[src/rtl/issue_unit_pkg.sv]
// Shared core defines (REG_SIZE, WORD_SIZE, UNIT_SIZE, unit opcodes) plus the issue-stage package.
// Build option ISSUE_STATS_EN adds the stats ports on issue_unit.
`ifndef BOURGEOIS_DEFINES_SVH
`define BOURGEOIS_DEFINES_SVH
`ifndef REG_SIZE
`define REG_SIZE 5
`endif
`ifndef WORD_SIZE
`define WORD_SIZE 32
`endif
`ifndef UNIT_SIZE
`define UNIT_SIZE 3
`endif
`define UNIT_LW  3'b000
`define UNIT_SW  3'b001
`define UNIT_ADD 3'b010
`define UNIT_MUL 3'b011
`define UNIT_MV  3'b100
`endif

package issue_unit_pkg;
   localparam int unsigned REG_W  = `REG_SIZE;
   localparam int unsigned WORD_W = `WORD_SIZE;
   localparam int unsigned UNIT_W = `UNIT_SIZE;

   localparam logic [UNIT_W-1:0] UNIT_LW  = UNIT_W'(`UNIT_LW);
   localparam logic [UNIT_W-1:0] UNIT_SW  = UNIT_W'(`UNIT_SW);
   localparam logic [UNIT_W-1:0] UNIT_ADD = UNIT_W'(`UNIT_ADD);
   localparam logic [UNIT_W-1:0] UNIT_MUL = UNIT_W'(`UNIT_MUL);
   localparam logic [UNIT_W-1:0] UNIT_MV  = UNIT_W'(`UNIT_MV);

   typedef struct packed {
      logic [UNIT_W-1:0]        unit;
      logic [REG_W-1:0]         reg1;
      logic [REG_W-1:0]         reg2;
      logic [REG_W-1:0]         reg3;
      logic                     hasimm;
      logic signed [WORD_W-1:0] imm;
   } issue_entry_t;

   // Codes above MV have no execution unit behind them.
   function automatic logic unit_is_legal(input logic [UNIT_W-1:0] u);
      return (u <= UNIT_MV);
   endfunction
endpackage

[src/rtl/issue_fifo.sv]
// In-order queue storage for issue_unit: circular buffer with wrapping pointers and an occupancy count.
module issue_fifo #(
   parameter int unsigned DEPTH = 4,
   parameter int unsigned WIDTH = 8
) (
   input  logic                         clk,
   input  logic                         rst,
   input  logic                         i_push,
   input  logic                         i_pop,
   input  logic                         i_flush,
   input  logic [WIDTH-1:0]             i_data,
   output logic [WIDTH-1:0]             o_head_c,
   output logic [$clog2(DEPTH+1)-1:0]   o_count
);
   localparam int unsigned PTR_W = $clog2(DEPTH);
   localparam int unsigned CNT_W = $clog2(DEPTH+1);

   logic [WIDTH-1:0] r_mem [DEPTH];
   logic [PTR_W-1:0] r_wr_ptr;
   logic [PTR_W-1:0] r_rd_ptr;

   // Pointers wrap by overflow since DEPTH is a power of two.
   always_ff @(posedge clk or posedge rst) begin
      if (rst) begin
         r_wr_ptr <= '0;
         r_rd_ptr <= '0;
         o_count  <= '0;
      end else if (i_flush) begin
         r_wr_ptr <= '0;
         r_rd_ptr <= '0;
         o_count  <= '0;
      end else begin
         if (i_push) r_wr_ptr <= r_wr_ptr + PTR_W'(1);
         if (i_pop)  r_rd_ptr <= r_rd_ptr + PTR_W'(1);
         if (i_push && !i_pop)      o_count <= o_count + CNT_W'(1);
         else if (i_pop && !i_push) o_count <= o_count - CNT_W'(1);
      end
   end

   always_ff @(posedge clk) begin
      if (i_push && !i_flush) r_mem[r_wr_ptr] <= i_data;
   end

   assign o_head_c = r_mem[r_rd_ptr];
endmodule

[src/rtl/issue_unit.sv]
// Issue stage: queues decoded instructions and strobes them into the RS entry port.
// Build option ISSUE_STATS_EN adds issued_cnt / stall_cnt outputs.
module issue_unit
   import issue_unit_pkg::*;
#(
   parameter int unsigned DEPTH = 4
) (
   input  logic                       clk,
   input  logic                       rst,
   input  logic                       in_valid,
   output logic                       in_ready,
   input  logic [UNIT_W-1:0]          in_unit,
   input  logic [REG_W-1:0]           in_reg1,
   input  logic [REG_W-1:0]           in_reg2,
   input  logic [REG_W-1:0]           in_reg3,
   input  logic                       in_hasimm,
   input  logic signed [WORD_W-1:0]   in_imm,
   input  logic                       rs_full,
   input  logic                       flush,
   output logic [UNIT_W-1:0]          unit,
   output logic [REG_W-1:0]           reg1,
   output logic [REG_W-1:0]           reg2,
   output logic [REG_W-1:0]           reg3,
   output logic                       hasimm,
   output logic signed [WORD_W-1:0]   imm,
   output logic                       enable,
   output logic [$clog2(DEPTH+1)-1:0] count,
   output logic                       err
`ifdef ISSUE_STATS_EN
   ,
   output logic [31:0]                issued_cnt,
   output logic [31:0]                stall_cnt
`endif
);
   localparam int unsigned CNT_W = $clog2(DEPTH+1);

   localparam logic [1:0] ST_EMPTY  = 2'd0;
   localparam logic [1:0] ST_ACTIVE = 2'd1;
   localparam logic [1:0] ST_STALL  = 2'd2;

   logic [1:0]       r_state;
   logic [1:0]       w_state_nxt;
   issue_entry_t     w_in;
   issue_entry_t     w_head;
   logic             w_accept;
   logic             w_legal;
   logic             w_push;
   logic             w_pop;
   logic [CNT_W-1:0] w_cnt_nxt;

   assign in_ready  = (count != CNT_W'(DEPTH));
   assign w_legal   = unit_is_legal(in_unit);
   assign w_accept  = in_valid && in_ready && !flush;
   assign w_push    = w_accept && w_legal;
   // Non-empty state is equivalent to count != 0.
   assign w_pop     = (r_state != ST_EMPTY) && !rs_full && !flush;
   assign w_cnt_nxt = count + CNT_W'(w_push) - CNT_W'(w_pop);

   assign w_in.unit   = in_unit;
   assign w_in.reg1   = in_reg1;
   assign w_in.reg2   = in_reg2;
   assign w_in.reg3   = in_reg3;
   assign w_in.hasimm = in_hasimm;
   assign w_in.imm    = in_imm;

   issue_fifo #(
      .DEPTH (DEPTH),
      .WIDTH ($bits(issue_entry_t))
   ) u_fifo (
      .clk      (clk),
      .rst      (rst),
      .i_push   (w_push),
      .i_pop    (w_pop),
      .i_flush  (flush),
      .i_data   (w_in),
      .o_head_c (w_head),
      .o_count  (count)
   );

   always_ff @(posedge clk or posedge rst) begin
      if (rst) r_state <= ST_EMPTY;
      else     r_state <= w_state_nxt;
   end

   // Empty wins; otherwise the RS back-pressure seen at this edge picks ACTIVE or STALL.
   always_comb begin
      w_state_nxt = r_state;
      if (flush || (w_cnt_nxt == '0)) w_state_nxt = ST_EMPTY;
      else if (rs_full)               w_state_nxt = ST_STALL;
      else                            w_state_nxt = ST_ACTIVE;
   end

   always_ff @(posedge clk or posedge rst) begin
      if (rst) begin
         unit   <= '0;
         reg1   <= '0;
         reg2   <= '0;
         reg3   <= '0;
         hasimm <= 1'b0;
         imm    <= '0;
         enable <= 1'b0;
         err    <= 1'b0;
      end else begin
         enable <= w_pop;
         if (w_pop) begin
            unit   <= w_head.unit;
            reg1   <= w_head.reg1;
            reg2   <= w_head.reg2;
            reg3   <= w_head.reg3;
            hasimm <= w_head.hasimm;
            imm    <= w_head.imm;
         end
         if (w_accept && !w_legal) err <= 1'b1;
      end
   end

`ifdef ISSUE_STATS_EN
   always_ff @(posedge clk or posedge rst) begin
      if (rst) begin
         issued_cnt <= '0;
         stall_cnt  <= '0;
      end else begin
         if (w_pop) issued_cnt <= issued_cnt + 32'd1;
         if ((r_state != ST_EMPTY) && rs_full) stall_cnt <= stall_cnt + 32'd1;
      end
   end
`endif
endmodule

[config.mk]
export PLATFORM = sky130hd
export DESIGN_NAME = issue_unit
export DESIGN_NICKNAME = d
export VERILOG_FILES = /design/src/rtl/issue_unit_pkg.sv /design/src/rtl/issue_fifo.sv /design/src/rtl/issue_unit.sv
export SDC_FILE = /design/constraint.sdc
export NUM_CORES = 1
export LEC_CHECK = 0
export CAP_MARGIN = 20
export CORE_UTILIZATION = 45
export DETAILED_ROUTE_END_ITERATION = 6
export PLACE_DENSITY_LB_ADDON = 0.3
export SLEW_MARGIN = 10
export SYNTH_ARGS = -nofsm -noshare
export SYNTH_HDL_FRONTEND = slang
export SYNTH_HIERARCHICAL = 1
export SYNTH_SLANG_ARGS = --single-unit
[constraint.sdc]
create_clock -name clk -period 6.95 [get_ports clk]
set_clock_uncertainty 0.15 [all_clocks]
set_input_delay 0.695 -clock clk [delete_from_list [all_inputs] [get_ports clk]]
set_output_delay 0.695 -clock clk [all_outputs]
set_load 0.01 [all_outputs]
==> results of run 1 <==
-- routing by layer --
metal / global-route usage, % / up-vias
met2: 27.7 / 100
li1: - / 2015
met1: 19.1 / 2370
met4: 4.90 / 0
met3: 3.13 / 25
met5: 0 / -
-- power groups by stage --
stage	combinational [mW]	sequential, mW	clock [mW]
floorplan	0.290	2.07	0
global placement	0.735	2.02	0
detailed placement	0.748	2.03	0
CTS	0.751	2.00	1.54
global route	0.793	2.02	1.59
finish	0.737	1.99	1.50
-- cells in the mapped netlist (2+ instances only) --
cell type	instances	share of area, %
sky130_fd_sc_hd__o21ai_0	2	0.10
sky130_fd_sc_hd__xor2_1	2	0.17
sky130_fd_sc_hd__nor2b_1	2	0.12
sky130_fd_sc_hd__fa_1	2	0.40
sky130_fd_sc_hd__nor3_1	2	0.10
sky130_fd_sc_hd__buf_2	5	0.25
sky130_fd_sc_hd__buf_12	5	1.0
sky130_fd_sc_hd__xnor2_1	3	0.26
sky130_fd_sc_hd__mux2_1	3	0.34
sky130_fd_sc_hd__mux4_1	3	0.79
sky130_fd_sc_hd__inv_1	10	0.37
sky130_fd_sc_hd__nor2_1	8	0.30
sky130_fd_sc_hd__mux4_2	48	11
sky130_fd_sc_hd__edfxtp_1	204	61
sky130_fd_sc_hd__clkbuf_1	2	0.075
sky130_fd_sc_hd__dfrtp_1	62	15
sky130_fd_sc_hd__ha_1	7	0.87
sky130_fd_sc_hd__and2_1	4	0.25
sky130_fd_sc_hd__mux2_2	48	5.4
sky130_fd_sc_hd__a21oi_1	2	0.10
sky130_fd_sc_hd__buf_6	6	0.67
-- stage by stage --
step           hold slack (ns)  instance area, um2  total power [mW]
4_1_cts                  0.304               12300              4.29
6_report                 0.316               12300              4.23
5_1_grt                  0.319               12300              4.41
2_1_floorplan            0.348               10000              2.36
3_3_place_gp             0.322               11300              2.76
3_5_place_dp             0.322               11300              2.78
-- sequential cells by signal, summed over array words and instances (netlist names) --
signal,count
u_fifo/r_rd_ptr,2
reg1,5
hasimm,1
r_state,2
unit,3
u_fifo/r_mem,204
imm,32
u_fifo/o_count,3
reg2,5
u_fifo/r_wr_ptr,2
enable,1
reg3,5
err,1
-- final cells by class --
cell class | count | area, um2 | share of cell area, %
Tap cell | 280 | 350 | 2.85
Clock inverter | 18 | 225 | 1.83
Clock buffer | 32 | 724 | 5.90
Sequential cell | 266 | 7680 | 62.5
Multi-Input combinational cell | 146 | 2110 | 17.2
Timing Repair Buffer | 117 | 1160 | 9.43
Inverter | 10 | 37.5 | 0.305
-- path summary, 6_finish.rpt --
kind                                    from                 end  slack (ns)  depth (start not counted)
setup / recovery                       flush  u_fifo/r_mem[2][8]        3.37                          6
max in group asynchronous                rst             imm[31]        5.50                          3
hold / removal                           rst  u_fifo/r_rd_ptr[0]        0.32                          2
min in group clk                     imm[27]             imm[27]        0.35                          1
hold reg to reg                      imm[27]             imm[27]        0.35                          1
setup reg to reg           u_fifo/o_count[2]  u_fifo/r_mem[2][8]        3.74                          6
-- cells by family (layout without fill, tap and decap cells) --
logic type,after synthesis,count (layout),share of synthesized area [%]
AND/OR/NAND/NOR,23,23,1.34
XOR/XNOR,6,6,0.662
flip-flops,266,266,76.7
multiplexers,103,103,17.4
buffers and inverters,28,177,2.37
AO/OA/AOI/OAI,5,5,0.275
adder cells (fa/ha/maj),9,9,1.27
-- worst max-delay path: stages --
cell and delay, ns:
sky130_fd_sc_hd__clkdlybuf4s50_1 0.66, sky130_fd_sc_hd__nand3b_1 0.32, sky130_fd_sc_hd__nor2b_1 0.37, sky130_fd_sc_hd__nor2b_1 0.32, sky130_fd_sc_hd__and2_2 0.72, sky130_fd_sc_hd__buf_4 0.50
==> reports/qor.tcl, run 1 <==
set qor(outcome) {complete, no violations}
set qor(cp-end-kind) {flop}
set qor(finalWorstPathRequiredPeriod_ns) 3.58
set qor(grt_pass1_wl_um) 26400
set qor(utilization_pct) 56.3
set qor(synthArstFlopShare_pct) 23.3
set qor(boundaryPins) 113
set qor(dp_slack_ns) 2.84
set qor(timing.final.max_slew_violations) 0
set qor(fin_crit_sh_pct) 51.5
set qor(internal-power_mw) 3.29
set qor(clkPwrFrac_pct) 35.5
set qor(cts.sink_count) 266
set qor(power.share.switching_pct) 22.4
set qor(floorplan.die.width_um) 151
set qor(port_buffers) 112
set qor(p_leak_nw) 4.17
set qor(totalWireLength_um) 17300
set qor(finalSetupViolCount) 0
set qor(filler_cell_count) 1644
set qor(timing.critical_path.from_type) {input port}
set qor(net-switching-power_mw) 0.946
set qor(post_cts_sizing_count) 0
set qor(ys_ff_latch) 266
set qor(clk_pin_slew_worst_paths_ns) 0.06
set qor(hold_wc_path_type) {input port to asynchronous set/reset pin}
set qor(fp.dieH_um) 151
set qor(worstPathMaxFanout) 26
set qor(finalWeightedCongestion) 0.732
set qor(cts_tree) {done}
set qor(worst_pin_slew_ns) 0.835
set qor(maxSlewHeadroom_pct) 44.3
set qor(final_cell_count_no_fill) 869
set qor(first_global_vias) 4818
set qor(yosys.cell_types.count) 31
set qor(critical_path_required_ns) 6.98
set qor(fmaxAchievable_mhz) 279
set qor(viasPerCell) 5.19
set qor(ir_worst_vdd_mv) 0.179
set qor(placeableCoreArea_mm2) 0.0218
set qor(timing.setup.critical_path_class) {input port to flop}
set qor(grtUsageTotal_pct) 15.6
set qor(route.layer.met1.wl_um) 7080
set qor(critPathArrivalTime_ns) 3.61
set qor(initial_core_util_pct) 45.9
set qor(postCtsSetupBuffers) 0
set qor(power_density_mw_per_mm2) 345
set qor(detail_route.first_pass.iterations) 4
set qor(unrepaired_setup_endpoints_after_global_routing) {false}
set qor(seq_area_frac_synth_pct) 76.7
set qor(cts_inserted_buffers) 27
set qor(num_rows) 54
set qor(route.top_layer_used) {met4}
set qor(cts_htree_levels) 1
set qor(root_buffer_cell) {sky130_fd_sc_hd__clkbuf_16}
set qor(layout_commonest_cell) {sky130_fd_sc_hd__edfxtp_1}
set qor(num_vias) 4510
set qor(synthesis.area_per_instance_um2) 22.8
set qor(dr.first_iter.drc_count) 136
set qor(fin_tns_setup_ns) 0
set qor(antenna_left) 0
set qor(wl_met2_um) 9080
set qor(synth-warning-count) 6
set qor(finalHoldViolations) 0
set qor(clk_path_buf_depth) 3
set qor(count_of_placed_standard_cells_including_taps) 819
set qor(synthesized_instance_count) 440
set qor(drt-wirelength-per-cell_um) 19.9
set qor(drv_cap) 0
set qor(synthesis.area_mm2) 0.0100
set qor(nNetsFinal) 633
set qor(postSynthNetCount) 505
set qor(grt_start_max_net_pins) 56
set qor(sequentialPowerShare_pct) 47.1
set qor(finalWorstSetupSlack_ns) 3.37
set qor(layout-drive-gt1-share_pct) 26.5
set qor(drc) 0
set qor(antenna_diode_count) 0
set qor(dieArea_mm2) 0.0229
set qor(synth-edff-count) 204
set qor(clk-insertion-delay-late_ns) 0.52
set qor(routed-wl-met3_um) 885
set qor(global_route.overflow_total) 0
set qor(prevailing_post_synth_register_cell) {sky130_fd_sc_hd__edfxtp_1}
set qor(p_comb_share_pct) 17.4
set qor(antenna_found_initial) 0
set qor(mostFrequentLayoutCells) {204 x sky130_fd_sc_hd__edfxtp_1, 112 x sky130_fd_sc_hd__clkdlybuf4s50_1, 60 x sky130_fd_sc_hd__dfrtp_1, 48 x sky130_fd_sc_hd__mux2_2, 48 x sky130_fd_sc_hd__mux4_2}
set qor(area.growth.synth_to_final_pct) 22.7
set qor(ctsHoldBuffers) 0
set qor(dp.final_hpwl_um) 9770
(Power assumes the default switching activity.)
==> run 2, diff against run 1 <==
- clock period: 6.95 -> 3.7 ns (I/O delays scaled with it)
==> reports/qor.tcl, run 2 (synthesis results as in run 1) <==
set qor(sequentialPowerShare_pct) 47.3 ;# +0.2 points
set qor(clk_pin_slew_worst_paths_ns) 0.06 ;# about the same
set qor(cpLargestDelayFamily) {simple AND/OR/NAND/NOR gates}
set qor(grt_busiest_layer) {met2}
set qor(drc) 0 ;# unchanged
set qor(drv_cap) 0 ;# unchanged
set qor(worstPathMaxFanout) 6 ;# -77%
set qor(internal-power_mw) 6.15 ;# +87%
set qor(filler_cell_count) 1624 ;# -1.2%
set qor(timing.setup.critical_path_class) {flop to flop}
set qor(critPathLaunch) {u_fifo/o_count[1]}
set qor(crit_top_cell) {sky130_fd_sc_hd__ha_1}
set qor(dp.final_hpwl_um) 11300 ;# +16%
set qor(boundaryPins) 113 ;# unchanged
set qor(fp.dieH_um) 151 ;# unchanged
set qor(power.share.switching_pct) 22.2 ;# -0.13 points
set qor(critPathArrivalTime_ns) 3.07 ;# -0.54 ns
set qor(maxSlewHeadroom_pct) 54.2 ;# +9.8 points
set qor(viasPerCell) 5.25 ;# +1.1%
set qor(port_buffers) 112 ;# unchanged
set qor(grtUsageMet3_pct) 2.74 ;# -0.39 points
set qor(critical_path_required_ns) 3.93 ;# -3.05 ns
set qor(clk_path_buf_depth) 3 ;# unchanged
set qor(finalWorstPathRequiredPeriod_ns) 2.84
set qor(area.growth.synth_to_final_pct) 24.0
set qor(cts_inserted_buffers) 27 ;# unchanged
set qor(min-delay-start) {in_imm[4]}
set qor(worst_pin_slew_ns) 0.688 ;# -0.148 ns
set qor(timing.final.max_slew_violations) 0 ;# unchanged
set qor(cell_chain_critical_path) {or3b_2, nand3b_1, nand2b_1, ha_1, inv_1, ha_1, fa_1, xnor3_1, nor3_1, nor3b_1}
set qor(detail_route.first_pass.iterations) 4 ;# unchanged
set qor(grt_pass1_wl_um) 27600 ;# +4.7%
set qor(finalSetupViolCount) 0 ;# unchanged
set qor(drt-wirelength-per-cell_um) 20.2 ;# +1.2%
set qor(cpPeakStageDelay_ns) 0.50 ;# -0.22 ns
set qor(dr.first_iter.drc_count) 233 ;# +71%
set qor(layout-drive-gt1-share_pct) 27.3 ;# +0.77 points
set qor(grt_start_max_net_pins) 41 ;# -27%
set qor(reg.largest.list) {u_fifo/r_mem x204, imm x32}
set qor(clk-insertion-delay-late_ns) 0.51 ;# about the same
set qor(critical_path.n_buffers_inverters) 1 ;# -1
set qor(fin_worst_hold_slack_ns) 0.342 ;# +0.0258 ns
set qor(post_cts_sizing_count) 0 ;# unchanged
set qor(power_density_mw_per_mm2) 637 ;# +85%
set qor(unrepaired_setup_endpoints_after_global_routing) {false}
set qor(grtUsageTotal_pct) 16.4 ;# +0.75 points
set qor(layout_commonest_cell) {sky130_fd_sc_hd__edfxtp_1}
set qor(initial_core_util_pct) 45.9 ;# unchanged
set qor(antenna_found_initial) 0 ;# unchanged
set qor(timing.critical_path.from_type) {flop}
set qor(outcome) {complete, no violations}
set qor(cts_htree_levels) 1 ;# unchanged
set qor(nNetsFinal) 643 ;# +1.6%
set qor(dieArea_mm2) 0.0229 ;# unchanged
set qor(cts.sink_count) 266 ;# unchanged
set qor(top_register) {u_fifo/r_mem}
set qor(placeableCoreArea_mm2) 0.0218 ;# unchanged
set qor(clkPwrFrac_pct) 35.2 ;# -0.3 points
set qor(number_of_flip_flops_in_the_largest_register) 204 ;# unchanged
set qor(finalWeightedCongestion) 0.784 ;# +7.0%
set qor(net-switching-power_mw) 1.76 ;# +86%
set qor(num_rows) 54 ;# unchanged
set qor(p_leak_nw) 4.22 ;# +1.2%
set qor(fin_crit_sh_pct) 76.7
set qor(cp-end-kind) {flop}
set qor(ir_worst_vdd_mv) 0.437 ;# +140%
set qor(fmaxAchievable_mhz) 353
set qor(root_buffer_cell) {sky130_fd_sc_hd__clkbuf_16}
set qor(critPathSlowestCell) {sky130_fd_sc_hd__or3b_2}
set qor(hold_wc_path_type) {input port to flop}
set qor(antenna_diode_count) 0 ;# unchanged
set qor(floorplan.die.width_um) 151 ;# unchanged
set qor(mostFrequentLayoutCells) {204 x sky130_fd_sc_hd__edfxtp_1, 112 x sky130_fd_sc_hd__clkdlybuf4s50_1, 60 x sky130_fd_sc_hd__dfrtp_1, 48 x sky130_fd_sc_hd__mux2_2, 48 x sky130_fd_sc_hd__mux4_2}
set qor(grtUsageMet1_pct) 20.4 ;# +1.3 points
set qor(global_route.overflow_total) 0 ;# unchanged
set qor(finalHoldViolations) 0 ;# unchanged
set qor(fin_tns_setup_ns) 0 ;# unchanged
set qor(grt_use_met2_pct) 29.3 ;# +1.6 points
set qor(antenna_left) 0 ;# unchanged
set qor(first_global_vias) 5001 ;# +3.8%
set qor(launch_point_of_the_worst_reg_to_reg_path) {u_fifo/o_count[1]}
set qor(cts_tree) {done}
set qor(num_vias) 4609 ;# +2.2%
set qor(p_comb_share_pct) 17.5 ;# about the same
set qor(totalWireLength_um) 17700 ;# +2.2%
run 2: final timing paths:
check	to	slack [ns]	cells past startpoint
max in group asynchronous	reg1[4]	1.85	4
min reg2reg	imm[27]	0.34	1
max	r_state[1]	0.86	10
max reg2reg	r_state[1]	0.86	10
min	u_fifo/r_mem[0][4]	0.34	1
min in group asynchronous	u_fifo/o_count[1]	0.55	3
run 2: final cells by class:
type | instances | area, um2 | area share (%)
Clock buffer | 34 | 753 | 6.07
Timing Repair Buffer | 127 | 1300 | 10.5
Sequential cell | 266 | 7680 | 61.9
Clock inverter | 15 | 185 | 1.49
Tap cell | 280 | 350 | 2.82
Inverter | 10 | 37.5 | 0.302
Multi-Input combinational cell | 146 | 2110 | 17.0
run 2: per-stage QoR:
stage               worst slack, ns  instances  power [mW]  utilization (%)  area, um2
detailed placement            0.621        828        5.22             52.5      11500
floorplan                     0.614        440        4.43                -      10000
CTS                           0.860        878        8.02             56.9      12400
global route                  0.723        878        8.27             56.9      12400
finish                        0.864        878        7.91             56.9      12400
global placement              0.706        828        5.18             52.5      11500
run 2: layer usage:
layer	share of wire (%)	up-vias
met5	0	-
met4	2.1	0
met3	4.1	25
met2	54	111
met1	40	2431
li1	-	2042
run 2: worst register-to-register path: stages (launching register included):
cell and delay, ns:
sky130_fd_sc_hd__dfrtp_1 0.44, sky130_fd_sc_hd__or3b_2 0.50, sky130_fd_sc_hd__nand3b_1 0.14, sky130_fd_sc_hd__nand2b_1 0.13, sky130_fd_sc_hd__ha_1 0.14, sky130_fd_sc_hd__inv_1 0.05
sky130_fd_sc_hd__ha_1 0.19, sky130_fd_sc_hd__fa_1 0.41, sky130_fd_sc_hd__xnor3_1 0.21, sky130_fd_sc_hd__nor3_1 0.26, sky130_fd_sc_hd__nor3b_1 0.09
run 2: power groups by stage:
stage	Combinational [mW]	Sequential (mW)	Clock, mW
after global placement	1.38	3.79	0
after global routing	1.50	3.79	2.98
final	1.39	3.74	2.78
after CTS	1.42	3.75	2.85
after floorplan	0.545	3.89	0
after detailed placement	1.40	3.81	0
run 2: repair_timing:
action | in CTS | in global routing
endpoints found under the hold margin | 7 | 0
setup buffers | 0 | 0
hold buffers | 1 | 0
==> run 3, diff against run 2 <==
- clock period: 3.7 -> 2.9 ns (I/O delays scaled with it)
==> reports/qor.tcl, run 3 (synthesis results as in run 1) <==
set qor(outcome) {complete, no violations}
set qor(area.growth.synth_to_final_pct) 24.2
set qor(drt-wirelength-per-cell_um) 19.8 ;# -1.6%
set qor(finalWeightedCongestion) 0.738 ;# -5.9%
set qor(reg2regPathDepth) 10 ;# unchanged
set qor(post_cts_sizing_count) 0 ;# unchanged
set qor(worst_pin_slew_ns) 0.617 ;# -0.0712 ns
set qor(cts.sink_count) 266 ;# unchanged
set qor(clk_path_buf_depth) 3 ;# unchanged
set qor(cts_htree_levels) 1 ;# unchanged
set qor(critPathArrivalTime_ns) 2.96 ;# -0.11 ns
set qor(unrepaired_setup_endpoints_after_global_routing) {false}
set qor(hold_wc_path_type) {input port to flop}
set qor(antenna_left) 0 ;# unchanged
set qor(cts_tree) {done}
set qor(detail_route.first_pass.iterations) 4 ;# unchanged
set qor(initial_core_util_pct) 45.9 ;# unchanged
set qor(fin_crit_sh_pct) 93.7 ;# +17 points
set qor(placeableCoreArea_mm2) 0.0218 ;# unchanged
set qor(power_density_mw_per_mm2) 797 ;# +25%
set qor(fin_tns_setup_ns) 0 ;# unchanged
set qor(totalWireLength_um) 17500 ;# -1.2%
set qor(ir_worst_vdd_mv) 0.495 ;# +13%
set qor(global_route.overflow_total) 0 ;# unchanged
set qor(multi_input_comb_area_mm2) 0.00210 ;# -0.18%
set qor(floorplan.die.width_um) 151 ;# unchanged
set qor(clk_pin_slew_worst_paths_ns) 0.06 ;# about the same
set qor(viasPerCell) 5.16 ;# -1.7%
set qor(critical_path_required_ns) 3.14 ;# -0.79 ns
set qor(seq_area_mm2) 0.00768 ;# unchanged
set qor(layout_commonest_cell) {sky130_fd_sc_hd__edfxtp_1}
set qor(launch_point_of_the_worst_reg_to_reg_path) {u_fifo/o_count[1]}
set qor(top_register) {u_fifo/r_mem}
set qor(fmaxAchievable_mhz) 368 ;# +4.4%
set qor(boundaryPins) 113 ;# unchanged
set qor(nNetsFinal) 647 ;# +0.62%
set qor(clk-insertion-delay-late_ns) 0.52 ;# about the same
set qor(fp.dieH_um) 151 ;# unchanged
set qor(reg.largest.list) {u_fifo/r_mem x204, imm x32}
set qor(timing.critical_path.from_type) {flop}
set qor(finalHoldViolations) 0 ;# unchanged
set qor(antenna_diode_count) 0 ;# unchanged
set qor(timing.final.max_slew_violations) 0 ;# unchanged
set qor(grt_start_max_net_pins) 36 ;# -12%
set qor(grtUsageTotal_pct) 16.1 ;# -0.31 points
set qor(maxSlewHeadroom_pct) 58.8 ;# +4.7 points
set qor(dp_slack_ns) 0.0473 ;# -0.574 ns
set qor(num_rows) 54 ;# unchanged
set qor(drc) 0 ;# unchanged
set qor(num_vias) 4551 ;# -1.3%
set qor(dr.first_iter.drc_count) 260 ;# +12%
set qor(dp.final_hpwl_um) 11200 ;# -0.66%
set qor(port_buffers) 112 ;# unchanged
set qor(cp-end-kind) {flop}
set qor(timing.hold.worst_endpoint) {u_fifo/r_mem[3][23]}
set qor(crit_top_cell) {sky130_fd_sc_hd__ha_1}
set qor(timing.reg2reg.setup_slack_ns) 0.18 ;# -0.68 ns
set qor(filler_cell_count) 1612 ;# -0.74%
set qor(min-delay-start) {in_imm[23]}
set qor(worstPathMaxFanout) 6 ;# unchanged
set qor(root_buffer_cell) {sky130_fd_sc_hd__clkbuf_16}
set qor(timing.setup.critical_path_class) {flop to flop}
set qor(cts_inserted_buffers) 26 ;# -3.7%
set qor(drv_cap) 0 ;# unchanged
set qor(number_of_flip_flops_in_the_largest_register) 204 ;# unchanged
set qor(p_leak_nw) 4.23 ;# +0.28%
set qor(hold_path_depth) 1 ;# unchanged
set qor(dieArea_mm2) 0.0229 ;# unchanged
set qor(critPathSlowestCell) {sky130_fd_sc_hd__or3b_2}
set qor(worstReg2RegEnd) {r_state[1]}
set qor(antenna_found_initial) 0 ;# unchanged
set qor(finalSetupViolCount) 0 ;# unchanged
set qor(cpPeakStageDelay_ns) 0.51 ;# about the same
set qor(cell_chain_critical_path) {or3b_2, nand3b_1, nand2b_1, ha_1, inv_1, ha_1, fa_1, xnor3_1, nor3_1, nor3b_1}
set qor(first_global_vias) 4846 ;# -3.1%
set qor(layout-drive-gt1-share_pct) 27.2 ;# about the same
set qor(mostFrequentLayoutCells) {204 x sky130_fd_sc_hd__edfxtp_1, 112 x sky130_fd_sc_hd__clkdlybuf4s50_1, 60 x sky130_fd_sc_hd__dfrtp_1, 48 x sky130_fd_sc_hd__mux2_2, 48 x sky130_fd_sc_hd__mux4_2}
set qor(finalWorstSetupSlack_ns) 0.182 ;# -0.682 ns
set qor(finalWorstPathRequiredPeriod_ns) 2.72 ;# -0.118 ns
set qor(grt_pass1_wl_um) 27100 ;# -1.8%
==> run 3: cell type report <==
type,instances,area share (%)
clock inverters,14,1.23
multi-input cells,146,16.9
clock buffers,34,5.81
well taps,280,2.82
repair buffers,132,11.1
flip-flops and latches,266,61.8
inverters,10,0.302
==> run 3: metal layers <==
| layer | GRT usage, % | share of wire [%] |
|---|---|---|
| met1 | 21.4 | 41 |
| met2 | 27.8 | 53 |
| met3 | 2.38 | 4.5 |
| met4 | 3.95 | 1.6 |
| met5 | 0 | 0 |
==> run 3: stage by stage <==
stage | hold WS (ns) | instances | power, mW | cell area (um2) | utilization (%)
floorplan | -0.0566 | 440 | 5.66 | 10000 | -
global placement | 0.322 | 833 | 6.61 | 11600 | 52.9
detailed placement | 0.321 | 833 | 6.66 | 11600 | 52.9
CTS | 0.238 | 882 | 10.0 | 12400 | 57.0
global route | 0.262 | 882 | 10.3 | 12400 | 57.0
finish | 0.259 | 882 | 9.91 | 12400 | 57.0
==> run 3: worst max-delay path: cells and delay by family, from the launching register on <==
family        cells  cell delay [ns]
flops             1             0.43
buf+inv           1             0.04
fa+ha+maj         3             0.72
xor+xnor          1             0.20
simple gates      5             1.06
==> run 3: report_power, final <==
group	internal, mW	total [mW]	switching, mW
clock	2.02	3.36	1.34
sequential	4.52	4.76	0.235
combinational	1.14	1.79	0.649
total	7.69	9.91	2.22
==> run 3: repair_timing <==
item | 4_1_cts | 5_1_grt
hold buffers | 1 | 0
hold endpoints to repair | 7 | 0
buffers inserted | 0 | 0
==> run 3: how the worst max path moves through the flow <==
stage / end / cells after the start / from / slack, ns
6_report: r_state[1] / 10 / u_fifo/o_count[1] / 0.18
5_1_grt: r_state[1] / 10 / u_fifo/o_count[1] / 0.03
4_1_cts: r_state[1] / 10 / u_fifo/o_count[1] / 0.19
3_5_place_dp: r_state[1] / 10 / in_unit[1] / 0.05
3_3_place_gp: r_state[1] / 10 / in_unit[0] / 0.08
2_1_floorplan: r_state[1] / 10 / u_fifo/o_count[1] / 0.28
